`config.mk`:
```
export PLATFORM = sky130hd
export DESIGN_NAME = reg_operand_fetch_flat
export DESIGN_NICKNAME = d
export VERILOG_FILES = /design/src/rtl/reg_operand_fetch_if.sv /design/src/rtl/reg_operand_fetch.sv /design/src/flat_wrapper.sv
export SDC_FILE = /design/constraint.sdc
export NUM_CORES = 1
export LEC_CHECK = 0
export CORE_MARGIN = 2
export CORE_UTILIZATION = 41
export DETAILED_ROUTE_END_ITERATION = 8
export GPL_ROUTABILITY_DRIVEN = 0
export GPL_TIMING_DRIVEN = 1
export PLACE_DENSITY = 0.85
export SLEW_MARGIN = 10
export SYNTH_ARGS = -nofsm -noshare
export SYNTH_HDL_FRONTEND = slang
export SYNTH_SLANG_ARGS = --single-unit
```
`constraint.sdc`:
```
create_clock -name clk -period 6.2 [get_ports clk]
set_input_delay 0.62 -clock clk [delete_from_list [all_inputs] [get_ports clk]]
set_output_delay 0.62 -clock clk [all_outputs]
set_load 0.05 [all_outputs]
```
`src/rtl/reg_operand_fetch_if.sv`:
```
// Bundle of the request, operand, writeback and register-bank signals
// around reg_operand_fetch. The slave modport is the fetch sequencer itself;
// the master modport is its surroundings (requester, consumer, writeback
// source and the single-port register bank).
interface reg_operand_fetch_if #(
    parameter int DATA_WIDTH = 32,
    parameter int REG_AW     = 4
);
    logic                  req_valid;
    logic                  req_ready;
    logic [REG_AW-1:0]     req_rs1;
    logic [REG_AW-1:0]     req_rs2;
    logic                  req_two_ops;

    logic                  op_valid;
    logic                  op_ready;
    logic [DATA_WIDTH-1:0] op_rs1_value;
    logic [DATA_WIDTH-1:0] op_rs2_value;

    logic                  wb_valid;
    logic                  wb_ready;
    logic [REG_AW-1:0]     wb_rd;
    logic [DATA_WIDTH-1:0] wb_data;

    logic [REG_AW-1:0]     bank_reg_num;
    logic                  bank_write_enable;
    logic [DATA_WIDTH-1:0] bank_data_in;
    logic [DATA_WIDTH-1:0] bank_data_out;

    modport slave (
        input  req_valid, req_rs1, req_rs2, req_two_ops,
        output req_ready,
        output op_valid, op_rs1_value, op_rs2_value,
        input  op_ready,
        input  wb_valid, wb_rd, wb_data,
        output wb_ready,
        output bank_reg_num, bank_write_enable, bank_data_in,
        input  bank_data_out
    );

    modport master (
        output req_valid, req_rs1, req_rs2, req_two_ops,
        input  req_ready,
        input  op_valid, op_rs1_value, op_rs2_value,
        output op_ready,
        output wb_valid, wb_rd, wb_data,
        input  wb_ready,
        input  bank_reg_num, bank_write_enable, bank_data_in,
        output bank_data_out
    );
endinterface

```
`src/rtl/reg_operand_fetch.sv`:
```
// Operand-fetch sequencer in front of the single-port register bank.
// Reads rs1 (and optionally rs2) one per cycle over the shared port, holds
// them on a valid/ready output, and gives writeback priority over new reads.
module reg_operand_fetch #(
    parameter int DATA_WIDTH = 32,
    parameter int REG_AW     = 4
) (
    input  logic               clk,
    input  logic               reset,
    reg_operand_fetch_if.slave bus
);

    typedef enum logic [1:0] {
        IDLE,
        RD1,
        RD2,
        DONE
    } state_t;

    state_t                state_q;
    state_t                state_d;
    logic [REG_AW-1:0]     rs1_q;
    logic [REG_AW-1:0]     rs2_q;
    logic                  two_ops_q;
    logic [DATA_WIDTH-1:0] op_rs1_q;
    logic [DATA_WIDTH-1:0] op_rs2_q;

    assign bus.op_rs1_value = op_rs1_q;
    assign bus.op_rs2_value = op_rs2_q;

    // Next state, handshakes and bank port drive; everything is forced low while reset is high.
    always_comb begin
        state_d               = state_q;
        bus.req_ready         = 1'b0;
        bus.wb_ready          = 1'b0;
        bus.op_valid          = 1'b0;
        bus.bank_reg_num      = '0;
        bus.bank_write_enable = 1'b0;
        bus.bank_data_in      = '0;
        if (!reset) begin
            case (state_q)
                IDLE: begin
                    bus.wb_ready  = 1'b1;
                    bus.req_ready = !bus.wb_valid;
                    if (bus.wb_valid) begin
                        bus.bank_reg_num      = bus.wb_rd;
                        bus.bank_data_in      = bus.wb_data;
                        bus.bank_write_enable = (bus.wb_rd != '0);
                    end else if (bus.req_valid) begin
                        state_d = RD1;
                    end
                end
                RD1: begin
                    bus.bank_reg_num = rs1_q;
                    state_d          = two_ops_q ? RD2 : DONE;
                end
                RD2: begin
                    bus.bank_reg_num = rs2_q;
                    state_d          = DONE;
                end
                DONE: begin
                    bus.op_valid = 1'b1;
                    bus.wb_ready = 1'b1;
                    if (bus.wb_valid) begin
                        bus.bank_reg_num      = bus.wb_rd;
                        bus.bank_data_in      = bus.wb_data;
                        bus.bank_write_enable = (bus.wb_rd != '0);
                    end
                    if (bus.op_ready) begin
                        state_d = IDLE;
                    end
                end
                default: state_d = IDLE;
            endcase
        end
    end

    // State register, request latches and operand capture from the bank read port.
    always_ff @(posedge clk or posedge reset) begin
        if (reset) begin
            state_q   <= IDLE;
            rs1_q     <= '0;
            rs2_q     <= '0;
            two_ops_q <= 1'b0;
            op_rs1_q  <= '0;
            op_rs2_q  <= '0;
        end else begin
            state_q <= state_d;
            case (state_q)
                IDLE: begin
                    if (bus.req_valid && !bus.wb_valid) begin
                        rs1_q     <= bus.req_rs1;
                        rs2_q     <= bus.req_rs2;
                        two_ops_q <= bus.req_two_ops;
                        op_rs2_q  <= '0;
                    end
                end
                RD1:     op_rs1_q <= bus.bank_data_out;
                RD2:     op_rs2_q <= bus.bank_data_out;
                default: ;
            endcase
        end
    end

endmodule

```
`src/flat_wrapper.sv`:
```
// flat-port wrapper written by rule: the top's interface ports become plain ports
module reg_operand_fetch_flat 
#(
    parameter int DATA_WIDTH = 32,
    parameter int REG_AW     = 4
)
  (clk, reset, bus_req_valid, bus_req_rs1, bus_req_rs2, bus_req_two_ops, bus_req_ready, bus_op_valid, bus_op_rs1_value, bus_op_rs2_value, bus_op_ready, bus_wb_valid, bus_wb_rd, bus_wb_data, bus_wb_ready, bus_bank_reg_num, bus_bank_write_enable, bus_bank_data_in, bus_bank_data_out);
  reg_operand_fetch_if #(.DATA_WIDTH(DATA_WIDTH), .REG_AW(REG_AW)) bus_i ();
  input  logic clk;
  input  logic reset;
  input wire logic [$bits(bus_i.req_valid)-1:0] bus_req_valid;
  input wire logic [$bits(bus_i.req_rs1)-1:0] bus_req_rs1;
  input wire logic [$bits(bus_i.req_rs2)-1:0] bus_req_rs2;
  input wire logic [$bits(bus_i.req_two_ops)-1:0] bus_req_two_ops;
  output wire logic [$bits(bus_i.req_ready)-1:0] bus_req_ready;
  output wire logic [$bits(bus_i.op_valid)-1:0] bus_op_valid;
  output wire logic [$bits(bus_i.op_rs1_value)-1:0] bus_op_rs1_value;
  output wire logic [$bits(bus_i.op_rs2_value)-1:0] bus_op_rs2_value;
  input wire logic [$bits(bus_i.op_ready)-1:0] bus_op_ready;
  input wire logic [$bits(bus_i.wb_valid)-1:0] bus_wb_valid;
  input wire logic [$bits(bus_i.wb_rd)-1:0] bus_wb_rd;
  input wire logic [$bits(bus_i.wb_data)-1:0] bus_wb_data;
  output wire logic [$bits(bus_i.wb_ready)-1:0] bus_wb_ready;
  output wire logic [$bits(bus_i.bank_reg_num)-1:0] bus_bank_reg_num;
  output wire logic [$bits(bus_i.bank_write_enable)-1:0] bus_bank_write_enable;
  output wire logic [$bits(bus_i.bank_data_in)-1:0] bus_bank_data_in;
  input wire logic [$bits(bus_i.bank_data_out)-1:0] bus_bank_data_out;
  assign bus_i.req_valid = bus_req_valid;
  assign bus_i.req_rs1 = bus_req_rs1;
  assign bus_i.req_rs2 = bus_req_rs2;
  assign bus_i.req_two_ops = bus_req_two_ops;
  assign bus_req_ready = bus_i.req_ready;
  assign bus_op_valid = bus_i.op_valid;
  assign bus_op_rs1_value = bus_i.op_rs1_value;
  assign bus_op_rs2_value = bus_i.op_rs2_value;
  assign bus_i.op_ready = bus_op_ready;
  assign bus_i.wb_valid = bus_wb_valid;
  assign bus_i.wb_rd = bus_wb_rd;
  assign bus_i.wb_data = bus_wb_data;
  assign bus_wb_ready = bus_i.wb_ready;
  assign bus_bank_reg_num = bus_i.bank_reg_num;
  assign bus_bank_write_enable = bus_i.bank_write_enable;
  assign bus_bank_data_in = bus_i.bank_data_in;
  assign bus_i.bank_data_out = bus_bank_data_out;
  reg_operand_fetch #(.DATA_WIDTH(DATA_WIDTH), .REG_AW(REG_AW)) u_core (.clk(clk), .reset(reset), .bus(bus_i));
endmodule
```
==> reports/metrics.cfg <==
[placement]
dp_hpwl_microns = 6680
placed_area_sq_um = 5160
portBuffers = 185

[detailed_routing]
drt_iter0_markers = 89
via_count = 2658
drt_first_pass_iters = 4
drc = 0
drtAntennaViolNets = 0
avgRoutedWirePerCell_microns = 17.4
routed_wl_microns = 9170
via_per_inst = 5.05

[layout]
drive_gt1_share_pct = 19.3
syn2layout_area_growth_pct = 64.9
layout.nets = 508
final_common_cell = clkdlybuf4s50_1
fin_area_sq_um = 5370
antenna_cells = 0
num-fill-cells = 564
final_cell_mix = clkdlybuf4s50_1 (185), dfrtp_1 (75), mux2_2 (42), and3_1 (31), a22o_2 (18)

[synth]
synth_nets = 326
synthDistinctLibCells = 24
yosysTopAreaCell = dfrtp_1
yosys_warnings = 0
synth_area_leaders = dfrtp_1 (58%), mux2_2 (15%), and3_1 (6.0%)
yosys_register_bits = 75
postSynthCellCount = 238
synth_top_area_share_pct = 57.6
yosysSeqAreaShare_pct = 57.6
avgSynthCellArea_sq_um = 13.7
netlist_area_sq_um = 3260

[pwr]
p_leak_nw = 2.34
peakVddDrop_uv = 356
powerDensity_nw_per_um2 = 632

[floorplanning]
die_h_microns = 93.1
ios = 186
rows = 32
design.core.area_sq_um = 7730
die_w_microns = 93.1
start_util_pct = 42.1
die_area_sq_um = 8670

[timing]
max_clock_freq_mhz = 256
min_period_over_period_pct = 63.1
tightestPinTransition_ps = 936
skew_ps = 7.54
fin_setup_tns_ps = 0
finalSetupViolations = 0
drv_slew = 0
min_period_ps = 3910
slew_headroom_pct = 37.4
rsz0062_at_grt = false
finalHoldViolations = 0

[grt]
antenna_found_initial = 0
grt_pass1_wl_microns = 14500
track_usage_pct = 21.6
grt_pass1_vias = 2770
grt-ovfl-total = 0
grt_max_degree = 58

[clock_tree]
hold_buffers = 0
root_buffer = clkbuf_8
clk_latency_ps = 340
post_cts_buffers = 0
clock_sinks = 75
clk_pin_slew_ps = 70
cts.htree.levels = 3
cts_resized = 0
cts_tree = built
cts_max_path_buffers = 2
numCtsBuffers = 9

[worst_hold_path]
hold_path.class = reg -> reg

[worst_setup_path]
cp.required_ps = 5580
endpoint_kind = output port
path_max_fanout = 37
crit_type = in -> out
start_kind = input port
cp.arrival_ps = 3290

[outcome]
status = finished, final reports clean

[job]
drv_cap = 0

==> final cells by class <==
cell class | instances | area (sq um) | area share, %
Clock buffer | 10 | 128 | 2.38
Clock inverter | 5 | 78.8 | 1.47
Inverter | 4 | 15.0 | 0.280
Multi-Input combinational cell | 141 | 1260 | 23.5
Sequential cell | 75 | 1880 | 35.0
Tap cell | 102 | 128 | 2.38
Timing Repair Buffer | 189 | 1880 | 35.1
==> flip-flops by register name, summed over array words and instances, names as in the netlist <==
register                 count
u_core.bus.op_rs1_value     32
u_core.state_q               2
u_core.rs2_q                 4
u_core.rs1_q                 4
u_core.bus.op_rs2_value     32
u_core.two_ops_q             1
==> Yosys cell counts (all sizes together) <==
| master | instances |
|---|---|
| and3 | 32 |
| nand3b | 1 |
| a21boi | 2 |
| a211oi | 1 |
| a22o | 32 |
| a221oi | 4 |
| a2bb2oi | 1 |
| and2 | 1 |
| dfrtp | 75 |
| nor3 | 6 |
| clkbuf | 7 |
| ha | 6 |
| inv | 4 |
| nand2b | 1 |
| o41a | 1 |
| a2111oi | 1 |
| mux2 | 42 |
| buf | 11 |
| nor2b | 8 |
| nor2 | 2 |
==> layer usage <==
layer  share of wire (%)  up-vias  GRT usage, %
li1                    -     1242             -
met1                  43     1296          27.7
met2                  49      106          34.8
met3                 6.6       14          7.25
met4                 1.3        0          6.86
met5                   0        -             0
==> critical path, stage by stage <==
cell             delay (ps)
clkdlybuf4s50_1        1070
nor2b_1                 380
a221oi_1                130
nor3_1                  240
clkdlybuf4s50_1         850
==> per-stage QoR <==
| stage | hold WS (ps) | power (mW) | cells | utilization (%) | setup WS [ps] |
|---|---|---|---|---|---|
| CTS | 511 | 3.42 | 526 | 69.5 | 2330 |
| global placement | 488 | 2.96 | 511 | 66.8 | 2510 |
| global route | 520 | 3.54 | 526 | 69.5 | 2170 |
| finish | 509 | 3.39 | 526 | 69.5 | 2290 |
| detailed placement | 491 | 3.01 | 511 | 66.8 | 2360 |
| floorplan | 479 | 2.32 | 238 | - | 3380 |
==> where the power goes <==
part | total (mW) | switching [mW] | internal (mW)
Sequential | 0.863 | 0.132 | 0.731
Clock | 0.401 | 0.177 | 0.224
Combinational | 2.13 | 1.32 | 0.809
==> logic make-up after synthesis <==
group	after synthesis	share of synthesized area, %
buffers and inverters	22	3.73
muxes	42	14.5
and+or+nand+nor	51	9.49
AOI/OAI and AO/OA	42	12.3
adders and majority gates	6	2.31
DFF	75	57.6
==> final timing paths <==
check / startpoint / to / slack, ps / depth (start not counted)
setup / recovery: bus_wb_valid / bus_bank_reg_num[2] / 2290 / 5
hold / removal: u_core.bus.op_rs2_value[8] / u_core.bus.op_rs2_value[8] / 510 / 1
setup reg to reg: u_core.state_q[0] / u_core.bus.op_rs2_value[19] / 3800 / 5
hold reg to reg: u_core.bus.op_rs2_value[8] / u_core.bus.op_rs2_value[8] / 510 / 1
max in group asynchronous: reset / u_core.bus.op_rs2_value[28] / 4290 / 3
min in group asynchronous: reset / u_core.rs1_q[1] / 880 / 2
Power figures use the tool's default switching activity.
